### src/rtl/x87_memstore_seq.sv
// x87 store sequencer: buffers FPU store pulses and issues them as one or two dword beats on a req/ack write path.
// Optional X87_MEMSTORE_STATS_EN adds store_count/drop_count statistics outputs.
module x87_memstore_seq #(
    parameter int DEPTH = 2,
    parameter int AW    = 32
) (
    input  logic          clk,
    input  logic          rst,
    input  logic          memstore_valid,
    input  logic [1:0]    memstore_size,
    input  logic [63:0]   memstore_data64,
    input  logic [AW-1:0] st_addr,
    output logic          wr_req,
    output logic [AW-1:0] wr_addr,
    output logic [31:0]   wr_data,
    output logic [3:0]    wr_byteena,
    input  logic          wr_ack,
    output logic          store_done,
    output logic          fifo_full,
    output logic          ovf_err,
    input  logic          err_clr
`ifdef X87_MEMSTORE_STATS_EN
    ,
    output logic [15:0]   store_count,
    output logic [7:0]    drop_count
`endif
);

    localparam int PW = $clog2(DEPTH);
    localparam int CW = PW + 1;
    localparam logic [CW-1:0] FULL_CNT = CW'(DEPTH);

    localparam logic [1:0] SZ_WORD  = 2'd0;
    localparam logic [1:0] SZ_QWORD = 2'd2;
    localparam logic [1:0] SZ_RSVD  = 2'd3;

    typedef enum logic [1:0] {
        IDLE,
        BEAT0,
        BEAT1
    } state_t;

    logic [1:0]    mem_size [DEPTH];
    logic [AW-1:0] mem_addr [DEPTH];
    logic [63:0]   mem_data [DEPTH];

    logic [PW-1:0] wr_ptr;
    logic [PW-1:0] rd_ptr;
    logic [CW-1:0] count;
    logic [CW-1:0] count_next;
    state_t        state;

    logic [1:0]    cur_size;
    logic [AW-1:0] cur_addr;
    logic [63:0]   cur_data;

    logic [1:0]    head_size;
    logic [AW-1:0] head_addr;
    logic [63:0]   head_data;

    logic final_ack;
    logic push;
    logic drop;
    logic start;

    // A beat is final when it is a BEAT1, or a BEAT0 of anything but a qword.
    assign final_ack = wr_req && wr_ack &&
                       (((state == BEAT0) && (cur_size != SZ_QWORD)) || (state == BEAT1));
    assign push       = memstore_valid && (memstore_size != SZ_RSVD) &&
                        ((count != FULL_CNT) || final_ack);
    assign drop       = memstore_valid && !push;
    assign store_done = final_ack;
    assign start      = (state == IDLE) && ((count != '0) || push);

    // When the buffer is empty the incoming store is also the head, so it can start immediately.
    always_comb begin
        if (count != '0) begin
            head_size = mem_size[rd_ptr];
            head_addr = mem_addr[rd_ptr];
            head_data = mem_data[rd_ptr];
        end else begin
            head_size = memstore_size;
            head_addr = st_addr;
            head_data = memstore_data64;
        end
    end

    always_comb begin
        count_next = count;
        if (push && !final_ack) begin
            count_next = count + CW'(1);
        end else if (!push && final_ack) begin
            count_next = count - CW'(1);
        end
    end

    always_ff @(posedge clk) begin
        if (push) begin
            mem_size[wr_ptr] <= memstore_size;
            mem_addr[wr_ptr] <= st_addr;
            mem_data[wr_ptr] <= memstore_data64;
        end
    end

    always_ff @(posedge clk or posedge rst) begin
        if (rst) begin
            wr_ptr    <= '0;
            rd_ptr    <= '0;
            count     <= '0;
            fifo_full <= 1'b0;
            ovf_err   <= 1'b0;
        end else begin
            if (push) begin
                wr_ptr <= wr_ptr + PW'(1);
            end
            if (final_ack) begin
                rd_ptr <= rd_ptr + PW'(1);
            end
            count     <= count_next;
            fifo_full <= (count_next == FULL_CNT);
            if (drop) begin
                ovf_err <= 1'b1;
            end else if (err_clr) begin
                ovf_err <= 1'b0;
            end
        end
    end

    always_ff @(posedge clk or posedge rst) begin
        if (rst) begin
            state      <= IDLE;
            wr_req     <= 1'b0;
            wr_addr    <= '0;
            wr_data    <= '0;
            wr_byteena <= '0;
            cur_size   <= '0;
            cur_addr   <= '0;
            cur_data   <= '0;
        end else begin
            case (state)
                IDLE: begin
                    if (start) begin
                        cur_size <= head_size;
                        cur_addr <= head_addr;
                        cur_data <= head_data;
                        wr_req   <= 1'b1;
                        wr_addr  <= head_addr;
                        if (head_size == SZ_WORD) begin
                            wr_data    <= {16'h0000, head_data[15:0]};
                            wr_byteena <= 4'b0011;
                        end else begin
                            wr_data    <= head_data[31:0];
                            wr_byteena <= 4'b1111;
                        end
                        state <= BEAT0;
                    end
                end
                BEAT0: begin
                    if (wr_ack) begin
                        if (cur_size == SZ_QWORD) begin
                            wr_addr    <= cur_addr + AW'(4);
                            wr_data    <= cur_data[63:32];
                            wr_byteena <= 4'b1111;
                            state      <= BEAT1;
                        end else begin
                            wr_req <= 1'b0;
                            state  <= IDLE;
                        end
                    end
                end
                BEAT1: begin
                    if (wr_ack) begin
                        wr_req <= 1'b0;
                        state  <= IDLE;
                    end
                end
                default: begin
                    wr_req <= 1'b0;
                    state  <= IDLE;
                end
            endcase
        end
    end

`ifdef X87_MEMSTORE_STATS_EN
    always_ff @(posedge clk or posedge rst) begin
        if (rst) begin
            store_count <= '0;
            drop_count  <= '0;
        end else begin
            if (final_ack) begin
                store_count <= store_count + 16'd1;
            end
            if (drop && (drop_count != 8'hFF)) begin
                drop_count <= drop_count + 8'd1;
            end
        end
    end
`endif

endmodule

### config.mk
export PLATFORM = sky130hd
export DESIGN_NAME = x87_memstore_seq
export DESIGN_NICKNAME = d
export VERILOG_FILES = /design/src/rtl/x87_memstore_seq.sv
export SDC_FILE = /design/constraint.sdc
export NUM_CORES = 1
export LEC_CHECK = 0
export ABC_CLOCK_PERIOD_IN_PS = 6600
export CORE_MARGIN = 5
export CORE_UTILIZATION = 29
export CTS_BUF_LIST = sky130_fd_sc_hd__clkbuf_2 sky130_fd_sc_hd__clkbuf_4 sky130_fd_sc_hd__clkbuf_8
export DETAILED_ROUTE_END_ITERATION = 8
export SLEW_MARGIN = 20
export SYNTH_ARGS = -nofsm -noshare
export SYNTH_HDL_FRONTEND = slang
export SYNTH_SLANG_ARGS = --single-unit
### constraint.sdc
create_clock -name clk -period 6.6 [get_ports clk]
set_input_delay 1.98 -clock clk [delete_from_list [all_inputs] [get_ports clk]]
set_output_delay 1.98 -clock clk [all_outputs]
set_load 0.03 [all_outputs]
# After elaboration in Yosys (flattened, before gate mapping)
# Memory sizes are Yosys's and may differ from the RTL's.
# Cells that the tools add are included.
# Widths: inputs -> output; s select.
classes:
  add_sub_neg: 5
  n_mux: 33
  n_reduce_logical: 23
  n_eq_ne: 12
op_table:
  columns: ["op", "count"]
  rows:
  - ["$mux 32", 8]
  - ["$pmux 32 s2", 2]
  - ["$mux 64", 1]
  - ["$add 32x3->32 const B", 1]
  - ["$mux 4", 4]
  - ["$mux 2", 7]
  - ["$ne 2x2->1 const B", 7]
  - ["$logic_and 1x1->1", 9]
  - ["$mux 1", 8]
  - ["$pmux 4 s2", 1]
  - ["$reduce_and 4->1", 2]
  - ["$eq 2x2->1 const B", 3]
  - ["$pmux 2 s3", 1]
  - ["$reduce_bool 2->1", 3]
  - ["$logic_not 2->1", 2]
  - ["$logic_or 1x1->1", 3]
  - ["$pmux 1 s3", 1]
  - ["$reduce_and 3->1", 1]
  - ["$add 1x1->1 const B", 2]
  - ["$add 2x1->2 const B", 1]
  - ["$eq 2x1->1 const B", 1]
  - ["$logic_not 1->1", 2]
  - ["$ne 2x1->1 const B", 1]
  - ["$reduce_and 2->1", 1]
  - ["$sub 2x1->2 const B", 1]
totals:
  n_memories: 3
  elab_cells: 89
  output_inout_bits: 72
  reg_bits: 175
  in_bits: 103
  mem_bits_rw: 196
mem_list:
  columns: ["memory", "words", "word_bits", "read_ports", "rd_clocked_by_memory_dff", "write_ports", "line_no", "source"]
  rows:
  - ["mem_data", 2, 64, 1, 0, 1, "45", "logic [63:0] mem_data [DEPTH];"]
  - ["mem_addr", 2, 32, 1, 0, 1, "44", "logic [AW-1:0] mem_addr [DEPTH];"]
  - ["mem_size", 2, 2, 1, 0, 1, "43", "logic [1:0] mem_size [DEPTH];"]

# Longest topological paths before layout
# Gate-level depths: netlist of the first run.
depth:
  depth_word: 11
  mapped_depth: 9
  depth_no_buf: 7

# Worst setup path before layout of the first run
# Ideal clock, no wire load.
synth_path:
  path_type: "in2reg"
  start: "in wr_ack"
  end: "mem mem_addr[0][0] (enable)"
  stages: 4
  t_arrival_ns: 6.552
  required_time_ns: 6.045
  setup_slack_ns: -0.507
  n_path_buf: 0
  setup_ns: 0.555
  path_cell_list: "and2_1 nand2_1 a21o_1 nor2_1"
synth_via:
  elab_chain_len: 6
synth_lines:
  columns: ["item", "line_no", "source"]
  rows:
  - ["from (decl)", "17", "input logic wr_ack,"]
  - ["$logic_and 1x1->1 (2 in a row)", "67", "assign final_ack = wr_req && wr_ack &&"]
  - ["$logic_or 1x1->1", "70", "((count != FULL_CNT) || final_ack);"]
  - ["$logic_and 1x1->1", "69", "assign push = memstore_valid && (memstore_size != SZ_RSVD) &&"]
  - ["$mux 1", "98", "if (push) begin"]
  - ["$mux 1 (implied by the code)", "100", "mem_addr[wr_ptr] <= st_addr;"]
  - ["to (decl)", "44", null]
# Every way passes these cells.

# Worst setup path after layout of the first run
layout_path:
  start: "in wr_ack"
  end: "out store_done"
layout_via:
  elab_chain_len: 2
layout_lines:
  columns: ["item", "line_no", "source"]
  rows:
  - ["$logic_and 1x1->1 (2 in a row)", "67", null]
  - ["to (decl)", "18", "output logic store_done,"]
# Every way passes these cells.

==> qor.csv, run 1 <==
metric,value,unit
routed_wl,35900,µm
synth_top_area_cell,edfxtp_1,
tightest_slew,1.08,ns
critPathLaunchType,primary input,
clk_latency,0.63,ns
fin_crit,5.69,ns
setup_viol,0,
grt.overflow.total,0,
dpl.hpwl,22500,µm
final_cells,2043,
pwr-share-comb,40.6,%
initial_core_util,29.3,%
post_drt_wl_per_cell,17.6,µm
vias_per_cell,4.62,
status,completed,
htree_levels,2,
postRouteAntennaNets,0,
grt_max_degree,100,
synth_area_leaders,"edfxtp_1 41%, dfrtp_1 25%, mux2i_1 8.2%, o21ai_0 4.4%, nand2_1 3.7%",
gr-usage-met3,3.18,%
cts.sinks,337,
drt_iter0_drc,608,
antenna_found_initial,3,
p_clk_share,23.5,%
min_path_type,register to register,
synth_cell_types,51,
cp-end-kind,primary output,
hold_buffers,0,
synth-edff-count,196,
grt_pass1_vias,9859,
grtUsageMet1,17.2,%
rsz0062_at_grt,no,
cts_root_buffer,clkbuf_8,
io_buffers,174,
area_delta_synth_final,26.2,%
firstDrtPassIters,5,
clockBufferDepth,3,
clk_pin_slew_worst_paths,0.05,ns
rows,81,
place_congestion,0.815,
min_period_over_period,86.2,%
postSynthCellCount,1151,
p_int,0.00566,W
path_max_fanout,6,
worst-endpoint-required,4.62,ns
die_w,232,µm
max_cap_violations,0,
coreArea,0.0490,mm²
grt_pass1_wl,56300,µm
numCtsBuffers,60,
postCtsResizedCells,0,
p_sw_share,38.4,%
finalHoldViolCount,0,
io_pins,175,
powerDensity,507,mW/mm²
yosysMostFrequentCell,edfxtp_1,
ff_latch_area,0.00942,mm²
use_met2,21.7,%
post-place-ws,0.914,ns
ys_warn_count,0,
synth.top_cells.by_count,"196 x edfxtp_1, 141 x dfrtp_1, 140 x nand2_1",
dieArea,0.0540,mm²
grt_busiest_layer,met2,
p_total,0.00919,W
synth.avg_cell_area,12.5,µm²
multi_input_area,0.00454,mm²
synth_top_cell_area_share,41.0,%
setup_slack,0.911,ns
max_slew_margin,28.0,%
drive_gt1_share,11.5,%
slew_violations,0,
cts_setup_buffers,0,
die_h,232,µm
syn_area,0.0143,mm²
power_switching,0.00353,W
leakagePower,7.08,nW
synth_top_flop_cell,edfxtp_1,
r2r_slack,3.45,ns
worstSetupPathType,primary input to primary output,
worstPathArrival,3.71,ns
vias,9445,
grt_use_total,13.1,%
ys_seq_area_share,65.6,%
p_seq_share,35.9,%
cts_tree,done,
ys_ff_latch,337,
dp_cells,1928,
syn_nets,1257,
async_flop_share,41.8,%
fin_nets,1433,
fmax,176,MHz
ir_drop,0.000239,V
fin_skew,0.0294,ns
fill_cells,4761,
drc_errors,0,
metrics by stage:
stage | utilization, % | setup TNS [ns] | instance area, µm² | hold slack (ns)
floorplan | - | -99.46 | 14300 | 0.449
global placement | 34.1 | 0 | 16700 | 0.460
detailed placement | 34.1 | 0 | 16700 | 0.472
CTS | 36.9 | 0 | 18100 | 0.486
global route | 37.0 | 0 | 18100 | 0.507
finish | 37.0 | 0 | 18100 | 0.478
metal layers:
metal	vias up	routed length (µm)
met1	4590	16200
met2	233	16900
met4	4	760
met3	64	1960
met5	-	25
li1	4554	-
cell families after synthesis:
logic type / Yosys count / share of synthesized area, %
DFF: 337 / 65.6
and+or+nand+nor: 297 / 9.08
AOI/OAI and AO/OA: 266 / 10.7
muxes: 134 / 9.49
buffers and inverters: 86 / 3.15
xor gates and xnor gates: 28 / 1.71
adders and majority gates: 3 / 0.262
final cells by class:
| class | count | area share [%] |
|---|---|---|
| clock inverters | 21 | 1.16 |
| inverters | 10 | 0.235 |
| repair buffers | 190 | 10.5 |
| well taps | 664 | 4.59 |
| diodes | 1 | 0.0138 |
| flip-flops and latches | 337 | 52.0 |
| multi-input cells | 728 | 25.1 |
| clock buffers | 92 | 6.40 |
cells in the final DEF, fill, tap and decap left out, drive strengths merged, types with 11 or more instances in the layout:
cell type and n:
xor2 15, mux2 16, a21o 13, a2bb2oi 16
edfxtp 196, clkbuf 92, nor2 90, clkinv 15
nand3 12, dfrtp 141, clkdlybuf4s50 174, mux2i 118
o21ai 127, inv 11, buf 16, a21oi 81
xnor2 13, nand2 141
registers in the layout (all words and copies together), names as in the netlist, 2 cells and up:
register    flops
count           2
cur_addr       32
cur_data       32
cur_size        2
mem_addr       64
mem_data      128
mem_size        4
state           2
wr_addr        32
wr_byteena      2
wr_data        32
power groups by stage:
stage,logic (W),registers [W],clock network (W)
after floorplan,0.00233,0.00361,0
after global routing,0.00414,0.00337,0.00233
after global placement,0.00371,0.00332,0
after detailed placement,0.00378,0.00334,0
after CTS,0.00380,0.00330,0.00224
final,0.00373,0.00330,0.00216
final timing paths:
| kind | start | end | depth (start not counted) |
|---|---|---|---|
| hold reg to reg | wr_data[26]$_DFFE_PP0P_ | wr_data[26]$_DFFE_PP0P_ | 2 |
| hold / removal | wr_data[26]$_DFFE_PP0P_ | wr_data[26]$_DFFE_PP0P_ | 2 |
| min in group asynchronous | rst | cur_data[51]$_DFFE_PP0P_ | 2 |
| setup / recovery | wr_ack | store_done | 5 |
| setup reg to reg | count[0]$_DFF_PP0_ | cur_addr[0]$_DFFE_PP0P_ | 8 |
| max in group asynchronous | rst | rd_ptr$_DFFE_PP0P_ | 3 |
critical path: stages:
cell,delay [ns]
clkdlybuf4s50_1,0.57
and2_1,0.23
nand2_1,0.12
inv_1,0.11
clkdlybuf4s50_1,0.69
Power figures use the tool's default switching activity.
==> run 2: changes to the inputs <==
--- a/config.mk
+++ b/config.mk
@@ -7,9 +7,10 @@
 export LEC_CHECK = 0
 export ABC_CLOCK_PERIOD_IN_PS = 6600
 export CORE_MARGIN = 5
-export CORE_UTILIZATION = 29
+export CORE_UTILIZATION = 58
 export CTS_BUF_LIST = sky130_fd_sc_hd__clkbuf_2 sky130_fd_sc_hd__clkbuf_4 sky130_fd_sc_hd__clkbuf_8
 export DETAILED_ROUTE_END_ITERATION = 8
+export PLACE_DENSITY = 0.83
 export SLEW_MARGIN = 20
 export SYNTH_ARGS = -nofsm -noshare
 export SYNTH_HDL_FRONTEND = slang
==> run 2 against run 1 <==
Against the previous run:
- register-to-register slack got worse by 0.05 ns
- first-iteration DRC count rose by 7.9%
- clock-buffer cell count decreased by 12
- sequential share of layout area rose by 2.5 points
- clock skew decreased by 0.010 ns
- non-clock buffer count is 6 lower
- fmax increased by 0.83%
- cell count fell by 18%
- global-route usage up 9.4 points
- setup slack better by 0.047 ns
- largest cell class unchanged
==> qor.csv, run 2 (synthesis gave the netlist of run 1 again) <==
metric,value,unit,change
status,completed,,
cts_root_buffer,clkbuf_8,,
vias_per_cell,5.63,,+22%
critical-path-max-stage-delay,0.67,ns,-0.02 ns
hold_end,wr_data[1]$_DFFE_PP0P_,,
power_switching,0.00337,W,-4.5%
r2r-end,wr_addr[17]$_DFFE_PP0P_,,
met2_length,15600,µm,-7.6%
post_drt_wl_per_cell,18.7,µm,+6.6%
cts_setup_buffers,0,,unchanged
topRoutingLayerUsed,met5,,
fin_util,71.1,%,+34 points
fin_nets,1418,,-1.0%
grt_pass1_vias,9997,,+1.4%
min-delay-start,wr_data[1]$_DFFE_PP0P_,,
grt_max_degree,110,,+10%
fin_setup_tns,0,ns,unchanged
pwr-share-comb,41.1,%,+0.5 points
path_common_cell,clkdlybuf4s50_1,,
worstReg2RegStart,count[0]$_DFF_PP0_,,
postRouteAntennaNets,0,,unchanged
firstDrtPassIters,4,,-1
p_int,0.00531,W,-6.2%
rsz0062_at_grt,no,,
grt_use_total,22.6,%,+9.4 points
powerDensity,502,mW/mm²,-1.1%
startpoint,wr_ack,,
min_delay_path_depth,2,,unchanged
finalHoldViolCount,0,,unchanged
ir_drop,0.000325,V,+36%
antenna_found_initial,3,,unchanged
fin_skew,0.0192,ns,-0.0102 ns
p_clk_share,19.8,%,-3.7 points
worstPathArrival,3.66,ns,-0.05 ns
final_cell_mix,"196 x edfxtp_1, 174 x clkdlybuf4s50_1, 140 x nand2_1, 140 x dfrtp_1, 125 x o21ai_0",,
largest_reg_flops,128,,unchanged
area_delta_synth_final,20.5,%,
critPathLaunchType,primary input,,
initial_core_util,59.0,%,+30 points
place_congestion,0.848,,+4.1%
path_max_fanout,6,,unchanged
whs,0.483,ns,+0.00451 ns
cts_tree,done,,
numCtsBuffers,51,,-15%
fmax,177,MHz,+0.83%
wl_met3,1910,µm,-2.7%
routed_wl,31400,µm,-12%
wl_met1,13300,µm,-18%
fin_crit,5.64,ns,-0.0467 ns
r2r_slack,3.40,ns,-0.05 ns
grt_pass1_wl,52000,µm,-7.8%
drive_gt1_share,9.53,%,-2.0 points
post-place-ws,0.963,ns,+0.0487 ns
reg2reg_depth,8,,unchanged
leakagePower,6.87,nW,-3.0%
setup_viol,0,,unchanged
grt.overflow.total,0,,unchanged
slew_violations,0,,unchanged
p_sw_share,38.8,%,+0.43 points
io_pins,175,,unchanged
worstSetupPathType,primary input to primary output,,
die_h,167,µm,-28%
clk_latency,0.55,ns,-0.08 ns
final_cells,1678,,-18%
max_cap_violations,0,,unchanged
coreArea,0.0243,mm²,-50%
drc_errors,0,,unchanged
cp-end-kind,primary output,,
vias,9442,,-0.032%
hold_buffers,0,,unchanged
clockBufferDepth,3,,unchanged
postCtsResizedCells,0,,unchanged
dpl.hpwl,19000,µm,-15%
crit_path_top_delay_cell,clkdlybuf4s50_1,,
rows,57,,-30%
die_w,167,µm,-28%
max_slew_margin,26.4,%,-1.6 points
io_buffers,174,,unchanged
dp_cells,1583,,-18%
drt_iter0_drc,656,,+7.9%
setup_slack,0.957,ns,+0.0467 ns
final_common_cell,edfxtp_1,,
clk_pin_slew_worst_paths,0.06,ns,about the same
htree_levels,2,,unchanged
largestRegisters,"mem_data: 128 flops, mem_addr: 64 flops",,
worst-endpoint-required,4.62,ns,about the same
min_period_over_period,85.5,%,-0.71 points
min_path_type,register to register,,
tightest_slew,1.10,ns,+0.0245 ns
cts.sinks,337,,unchanged
p_seq_share,39.1,%,+3.2 points
dieArea,0.0280,mm²,-48%
path_cells,"clkdlybuf4s50_1, and2_1, nand2_1, inv_1, clkdlybuf4s50_1",,
top_register,mem_data,,
## run 2: power groups by stage
stage | Clock (W) | Sequential (W) | Combinational, W
after floorplan | 0 | 0.00361 | 0.00233
after global placement | 0 | 0.00340 | 0.00347
after detailed placement | 0 | 0.00342 | 0.00360
after CTS | 0.00176 | 0.00339 | 0.00362
after global routing | 0.00187 | 0.00347 | 0.00396
final | 0.00172 | 0.00339 | 0.00357
## run 2: routing by layer
metal	vias to the layer above	GRT usage, %
met1	4612	29.0
met5	-	0
met4	4	5.86
met2	277	39.0
li1	4499	-
met3	50	5.30
## run 2: how the worst max path moves through the flow
stage | endpoint | depth (start not counted)
final | store_done | 5
after detailed placement | store_done | 5
after global placement | store_done | 5
after CTS | store_done | 5
after global routing | store_done | 5
after floorplan | mem_addr[0][0]$_DFFE_PP_ | 4
## run 2: worst max-delay path: cells and delay by family
kind,cells,cell delay [ns]
buffers and inverters,3,1.36
and+or+nand+nor,2,0.33
## run 2: through the flow
step	power [W]	area (µm²)
after CTS	0.00877	17300
after floorplan	0.00593	14300
after detailed placement	0.00702	16200
final	0.00868	17300
after global placement	0.00686	16200
after global routing	0.00929	17300
## run 2: final cells by class
cell class	instances	area, µm²
antenna	1	2.50
clock buffer	80	951
clock inverter	14	93.8
fill	1670	7020
inverter	10	45.0
multi-input combinational	728	4540
sequential	337	9420
tap	324	405
timing repair buffer	184	1840
